$ cat src/rtl/operand_sequencer.sv
// Operand sequencer: collects an A/B operand pair from a valid/ready stream,
// presents the pair to an external adder, captures the returned sum and flags,
// and holds the result until the consumer accepts it.
//
// state  | meaning
// -------+---------------------------------------------------------------
// LOAD_A | idle, waiting for the A operand word
// LOAD_B | A captured, waiting for the B operand word
// EXEC   | operands stable on op_a/op_b for one cycle, adder result sampled
// HOLD   | result valid, waiting for res_ready
module operand_sequencer #(
    parameter int N = 8
) (
    input  logic         clk,
    input  logic         clr,
    input  logic [N-1:0] din,
    input  logic         din_valid,
    output logic         din_ready,
    output logic [N-1:0] op_a,
    output logic [N-1:0] op_b,
    input  logic [N-1:0] sum_in,
    input  logic         cf_in,
    input  logic         ovf_in,
    output logic [N-1:0] result,
    output logic         res_cf,
    output logic         res_ovf,
    output logic         res_valid,
    input  logic         res_ready,
    output logic         sticky_cf,
    output logic         sticky_ovf,
    input  logic         clr_sticky,
    output logic [7:0]   op_count,
    output logic         busy
);

    typedef enum logic [1:0] {
        LOAD_A = 2'd0,
        LOAD_B = 2'd1,
        EXEC   = 2'd2,
        HOLD   = 2'd3
    } state_t;

    state_t state;
    state_t state_next;
    logic   accept_a;
    logic   accept_b;

    // Next-state and state-decoded outputs; outputs depend on state only,
    // so nothing downstream sees a combinational path from din/din_valid.
    always_comb begin
        state_next = state;
        din_ready  = 1'b0;
        res_valid  = 1'b0;
        busy       = 1'b1;
        accept_a   = 1'b0;
        accept_b   = 1'b0;
        case (state)
            LOAD_A: begin
                din_ready = 1'b1;
                busy      = 1'b0;
                accept_a  = din_valid;
                if (din_valid) state_next = LOAD_B;
            end
            LOAD_B: begin
                din_ready = 1'b1;
                accept_b  = din_valid;
                if (din_valid) state_next = EXEC;
            end
            EXEC: begin
                state_next = HOLD;
            end
            HOLD: begin
                res_valid = 1'b1;
                if (res_ready) state_next = LOAD_A;
            end
            default: begin
                state_next = LOAD_A;
            end
        endcase
    end

    // State register.
    always_ff @(posedge clk) begin
        if (clr) state <= LOAD_A;
        else     state <= state_next;
    end

    // Operand registers; each keeps its value until its own next accept.
    always_ff @(posedge clk) begin
        if (clr) begin
            op_a <= '0;
            op_b <= '0;
        end else begin
            if (accept_a) op_a <= din;
            if (accept_b) op_b <= din;
        end
    end

    // Result capture and operation count at the close of EXEC.
    always_ff @(posedge clk) begin
        if (clr) begin
            result   <= '0;
            res_cf   <= 1'b0;
            res_ovf  <= 1'b0;
            op_count <= 8'd0;
        end else if (state == EXEC) begin
            result   <= sum_in;
            res_cf   <= cf_in;
            res_ovf  <= ovf_in;
            op_count <= op_count + 8'd1;
        end
    end

    // Sticky flags: a set from EXEC takes priority over a same-cycle clear.
    always_ff @(posedge clk) begin
        if (clr) begin
            sticky_cf  <= 1'b0;
            sticky_ovf <= 1'b0;
        end else begin
            if (state == EXEC && cf_in)  sticky_cf  <= 1'b1;
            else if (clr_sticky)         sticky_cf  <= 1'b0;
            if (state == EXEC && ovf_in) sticky_ovf <= 1'b1;
            else if (clr_sticky)         sticky_ovf <= 1'b0;
        end
    end

endmodule

$ cat config.mk
export PLATFORM = sky130hd
export DESIGN_NAME = operand_sequencer
export DESIGN_NICKNAME = d
export VERILOG_FILES = /design/src/rtl/operand_sequencer.sv
export SDC_FILE = /design/constraint.sdc
export NUM_CORES = 1
export LEC_CHECK = 0
export ABC_AREA = 1
export CORE_ASPECT_RATIO = 1.1
export CORE_MARGIN = 3
export CORE_UTILIZATION = 38
export CTS_BUF_LIST = sky130_fd_sc_hd__clkbuf_4 sky130_fd_sc_hd__clkbuf_8 sky130_fd_sc_hd__clkbuf_16
export CTS_CLUSTER_SIZE = 24
export DETAILED_ROUTE_END_ITERATION = 8
export MAX_ROUTING_LAYER = met4
export PLACE_DENSITY = 0.76
export SYNTH_ARGS = -nofsm -noshare
export SYNTH_HDL_FRONTEND = slang
export SYNTH_SLANG_ARGS = --single-unit
$ cat constraint.sdc
create_clock -name clk -period 1.15 [get_ports clk]
set_input_delay 0.1725 -clock clk [delete_from_list [all_inputs] [get_ports clk]]
set_output_delay 0.1725 -clock clk [all_outputs]
set_load 0.03 [all_outputs]
==> results of run 1 <==
## what timing repair did
action	CTS	global route
cloned	0	1
endpoints found under the setup margin	34	40
endpoints found under the hold margin	0	0
pin swaps	19	12
resized for setup	55	38
buffers inserted	4	3
hold buffers	0	0
## cell families after synthesis
family / Yosys count / synth area share (%)
compound gates: 39 / 12.98
simple gates: 90 / 25.71
buf+inv: 22 / 6.572
fa+ha+maj: 5 / 4.160
flops: 38 / 50.58
## placed cells by master, fill, tap and decap left out, drive strengths merged
| cell type | synthesis | final |
|---|---|---|
| clkinv | 0 | 1 |
| buf | 6 | 55 |
| ha | 5 | 5 |
| inv | 16 | 16 |
| clkdlybuf4s50 | 0 | 22 |
| dfxtp | 38 | 38 |
| a21oi | 12 | 12 |
| clkbuf | 0 | 7 |
| nand3 | 5 | 5 |
| o21ai | 27 | 27 |
| clkinvlp | 0 | 1 |
| nand4 | 1 | 1 |
| or2 | 1 | 1 |
| nor2 | 59 | 59 |
| nor3 | 1 | 1 |
| nand2 | 23 | 23 |
## path summary, 6_finish.rpt
| kind | slack, ns | from | cells past startpoint | to |
|---|---|---|---|---|
| hold reg to reg | 0.46 | res_cf | 2 | res_cf |
| hold / removal | 0.46 | res_cf | 2 | res_cf |
| setup reg to reg | -0.15 | state[0] | 9 | op_count[7] |
| setup / recovery | -0.26 | state[0] | 4 | din_ready |
## area by class of cell
cell class,count,area [um^2]
sequential,38,768.2
inverter,16,85.08
timing repair inverter,1,11.26
multi-input combinational,134,908.4
timing repair buffer,77,716.9
fill,310,1051
clock inverter,1,7.507
clock buffer,7,101.3
tap,50,62.56
## power breakdown
part	switching (mW)	internal (mW)	total (mW)
clock	0.467	0.583	1.05
combinational	2.10	1.61	3.71
sequential	0.256	1.68	1.93
total	2.82	3.87	6.70
## stage by stage
stage	worst slack, ns	power [mW]
after global routing	-0.3026	7.070
after global placement	-0.3895	4.679
after floorplan	-0.04001	3.661
after detailed placement	-0.4061	4.733
after CTS	-0.2673	6.332
final	-0.2591	6.696
## critical path: cells and delay by family, from the launching register on
| family | cells | cell delay [ns] |
|---|---|---|
| buf+inv | 2 | 0.19 |
| fa+ha+maj | 1 | 0.15 |
| simple gates | 1 | 0.24 |
| flops | 1 | 0.38 |
## cell usage after synthesis
| library cell | instances |
|---|---|
| nand2_1 | 20 |
| o21ai_0 | 21 |
| nand4_1 | 1 |
| nand3_1 | 4 |
| nor3_1 | 1 |
| inv_2 | 4 |
| nor2_1 | 57 |
| buf_4 | 1 |
| a21oi_1 | 12 |
| nand3_2 | 1 |
| nand2_2 | 2 |
| or2_1 | 1 |
| ha_1 | 5 |
| nor2_2 | 1 |
| o21ai_1 | 6 |
| dfxtp_1 | 38 |
| buf_6 | 1 |
| nor2_8 | 1 |
| buf_2 | 4 |
| inv_1 | 12 |
| nand2_4 | 1 |
## flip-flops by register name, indices dropped and copies added, names as in the netlist
signal / cells
state: 2
op_a: 8
result: 8
sticky_cf: 1
op_b: 8
op_count: 8
res_ovf: 1
sticky_ovf: 1
res_cf: 1
## per-layer routing
layer	up-vias	global-route usage, %	wire [um]
li1	776	-	-
met1	674	18.89	1604
met2	61	27.39	2022
met3	6	5.263	281
met4	0	4.063	42
met5	-	-	0
==> impl_metrics.tcl, run 1 <==
set metrics [dict create \
    setup_viol 24 \
    first_pass_iters 4 \
    post-route-min-period_ns 1.409 \
    min_period_over_period_pct 122.5 \
    synth_top_area_cell "dfxtp_1" \
    place_inst 309 \
    slew_viol_final 0 \
    syn_area_per_cell_um2 7.752 \
    drt_iter0_markers 73 \
    maxCapViolCount 0 \
    drive_gt1_share_pct 45.26 \
    die-width_um 65.98 \
    arrival_ns 1.24 \
    violations "setup timing" \
    clockBufferDepth 2 \
    crit_path_max_fanout 3 \
    grt_max_degree 22 \
    rows 23 \
    fin_skew_ns 0.006373 \
    drtAntennaViolNets 0 \
    setup.worst_path.start_class "register" \
    hpwl_mm 2.643 \
    grt_pass1_vias 1335 \
    drc 0 \
    wl_per_cell_um 12.19 \
    ys_seq_area_share_pct 50.58 \
    critPathCaptureType "output pin" \
    track_usage_pct 16.32 \
    whs_ns 0.4630 \
    yosysUniqueCellTypes 21 \
    syn2layout_area_growth_pct 76.95 \
    wirelength_mm 3.951 \
    die_y_um 71.98 \
    synth_area_leaders "dfxtp_1 51%, nor2_1 14%, o21ai_0 7.0%, nand2_1 5.0%, ha_1 4.2%" \
    cpPeakStageDelay_ns 0.38 \
    hold_viol_final 0 \
    clk_latency_ns 0.28 \
    htree_levels 2 \
    fin_cells 324 \
    vias 1517 \
    fmaxAchievable_ghz 0.7097 \
    critical_path_class "register to output pin" \
    slew_headroom_pct 72.21 \
    start_util_pct 40.51 \
    antenna_found_initial 0 \
    synth_top_area_share_pct 50.58 \
    cts_sinks 38 \
    dieArea_um2 4749 \
    cp_cell_sequence "inv_4, ha_4, or2_4, buf_6" \
    io_pins 62 \
    required_ns 0.98 \
    grt_overflow 0 \
    coreArea_um2 3712 \
    cts_buffers 5 \
    root_buffer "clkbuf_8" \
    final.setup.tns_ns -2.478 \
    syn_area_um2 1504 \
    nets 301 \
    final_area_um2 2661 \
    cts_tree "yes" \
    yosys_warnings 0 \
    gp_congestion 0.7261 \
    layout_setup_ws_ns -0.2591 \
    ys_ff_latch 38 \
    worst_slew_pin_slew_ns 0.4155 \
    ir_drop_mv 1.407 \
    hold_class "register to register" \
    critPathSlowestCell "dfxtp_4" \
    syn_inst 194 \
    placed_area_um2 2201 \
    grt_pass1_wl_mm 5.892 \
    rsz0062_at_grt "true" \
    io_buffers 61 \
    clkTransAtPathRegs_ns 0.08 \
    synth_fp_nets 222 \
    num_antenna_cells 0 \
    status "finished with violations" \
    final_util_pct 71.69 \
    p_leak_nw 1.171 \
    powerDensity_nw_per_um2 2516 \
    viasPerCell 4.682 \
]
Power figures use the tool's default switching activity.
==> run 2: changes to the inputs <==
--- a/config.mk
+++ b/config.mk
@@ -7,7 +7,6 @@
 export LEC_CHECK = 0
 export ABC_AREA = 1
 export CORE_ASPECT_RATIO = 1.1
-export CORE_MARGIN = 3
 export CORE_UTILIZATION = 38
 export CTS_BUF_LIST = sky130_fd_sc_hd__clkbuf_4 sky130_fd_sc_hd__clkbuf_8 sky130_fd_sc_hd__clkbuf_16
 export CTS_CLUSTER_SIZE = 24
==> run 2 against run 1 <==
Sequential cell count unchanged. Global-route usage rose by 2.7 points. Setup slack gained 0.020 ns. Cell area fell by 2.0%. First-iteration DRC count is 2.7% lower. The flow still finishes with violations (setup timing). Total power is 4.5% lower. Via count decreased by 1.4%.
==> impl_metrics.tcl, run 2 (synthesized netlist as in run 1, its figures left out) <==
set metrics [dict create \
    min_from "din_valid" \
    drive_gt1_share_pct 43.32 \
    setup_viol 24 \
    viasPerCell 4.575 \
    worstReg2RegEnd "state[0]" \
    cts_tree "yes" \
    critical_path_class "register to output pin" \
    io_pins 62 \
    vias 1496 \
    drtAntennaViolNets 0 \
    antenna_found_initial 0 \
    num_antenna_cells 0 \
    setup.worst_path.start_class "register" \
    io_buffers 61 \
    r2r-start "state[1]" \
    die_y_um 67.98 \
    required_ns 0.98 \
    maxCapViolCount 0 \
    grt_max_degree 18 \
    track_usage_pct 19.01 \
    critPathCaptureType "output pin" \
    r2r_cells 9 \
    rows 23 \
    nets 304 \
    final_area_um2 2608 \
    layout_commonest_cell "nor2_1" \
    cp_top_family "flip-flops" \
    first_pass_iters 4 \
    grt_pass1_vias 1377 \
    fmaxAchievable_ghz 0.7199 \
    drt_iter0_markers 71 \
    crit_buf_inv 2 \
    powerDensity_nw_per_um2 2453 \
    cts_buffers 5 \
    rsz0062_at_grt "true" \
    hold_class "primary input to register" \
    placed_area_um2 2231 \
    regArea_um2 768.2 \
    p_leak_nw 1.179 \
    drc 0 \
    clk_latency_ns 0.28 \
    ff2ff_setup_slack_ns -0.21 \
    cp_cell_sequence "inv_4, ha_4, or2_4, buf_6" \
    die-width_um 61.98 \
    whs_ns 0.4122 \
    clkTransAtPathRegs_ns 0.07 \
    start_util_pct 40.51 \
    final_cell_mix "52 x nor2_1, 45 x buf_4, 34 x dfxtp_1, 21 x clkdlybuf4s50_1, 14 x nand2_1" \
    layout_setup_ws_ns -0.2390 \
    ir_drop_mv 1.578 \
    final.setup.tns_ns -3.147 \
    post-route-min-period_ns 1.389 \
    arrival_ns 1.22 \
    dieArea_um2 4213 \
    slew_viol_final 0 \
    coreArea_um2 3712 \
    critPathSlowestCell "dfxtp_2" \
    grt_pass1_wl_mm 5.816 \
    cts_sinks 38 \
    crit_path_max_fanout 2 \
    gp_congestion 0.7597 \
    violations "setup timing" \
    crit_start "state[1]" \
    fin_skew_ns 0.002550 \
    slew_headroom_pct 74.60 \
    wl_per_cell_um 10.95 \
    worst_slew_pin_slew_ns 0.3804 \
    wirelength_mm 3.581 \
    clockBufferDepth 2 \
    status "finished with violations" \
    hold_viol_final 0 \
    min_to "op_a[7]" \
    num-fill-cells 317 \
    multiInputGateArea_um2 865.8 \
    hpwl_mm 2.510 \
    root_buffer "clkbuf_8" \
    htree_levels 2 \
    grt_overflow 0 \
    min_period_over_period_pct 120.8 \
    syn2layout_area_growth_pct 73.38 \
    cpPeakStageDelay_ns 0.35 \
    whs_path_depth 4 \
    final_util_pct 70.24 \
]
==> run 2: cell count changes in the layout (fill, tap and decap cells not counted), moves of 2 or more <==
cell,change
nor2_4,-3
nor2_2,-3
buf_4,+2
nor2_1,+6
nand2_1,+2
==> run 2: how the worst max path moves through the flow <==
stage | end | slack, ns | cells after the start
6_report | din_ready | -0.24 | 4
5_1_grt | din_ready | -0.28 | 4
4_1_cts | din_ready | -0.25 | 4
3_5_place_dp | din_ready | -0.39 | 4
3_3_place_gp | din_ready | -0.37 | 4
2_1_floorplan | state[0] | -0.04 | 7
==> run 2: what timing repair did <==
action | CTS | global route
gates resized for setup | 58 | 25
hold buffers | 0 | 0
setup endpoints to repair | 34 | 41
gates cloned | 1 | 1
setup buffers | 3 | 6
pin swaps | 16 | 9
==> run 2: stage by stage <==
step,cells,setup slack (ns),power [mW]
2_1_floorplan,194,-0.04001,3.661
3_3_place_gp,311,-0.3685,4.716
3_5_place_dp,311,-0.3880,4.763
4_1_cts,323,-0.2498,6.327
5_1_grt,327,-0.2840,6.822
6_report,327,-0.2390,6.397
==> run 2: worst min-delay path, delay by kind of cell <==
kind	cells	cell delay, ns
buffers and inverters	1	0.23
and+or+nand+nor	2	0.20
AOI/OAI and AO/OA	1	0.05
==> run 2: report_power, final <==
part	switching (mW)	internal [mW]	total, mW
Clock	0.446	0.507	0.953
Sequential	0.239	1.68	1.92
Combinational	1.98	1.55	3.53
Total	2.66	3.74	6.40
==> run 2: final cells by class <==
type / instances / share of cell area (%)
Clock buffer: 7 / 3.455
Clock inverter: 1 / 0.1919
Inverter: 16 / 2.879
Multi-Input combinational cell: 135 / 33.21
Sequential cell: 38 / 29.46
Tap cell: 50 / 2.399
Timing Repair Buffer: 79 / 27.98
Timing Repair inverter: 1 / 0.4319
==> run 2: layer usage <==
layer	wire length, um	vias to the layer above	GRT usage [%]	part of all wire, %
li1	-	780	-	-
met1	1568	666	22.35	44
met2	1767	44	31.12	49
met3	196	6	4.726	5.5
met4	49	0	6.667	1.4
met5	0	-	-	0
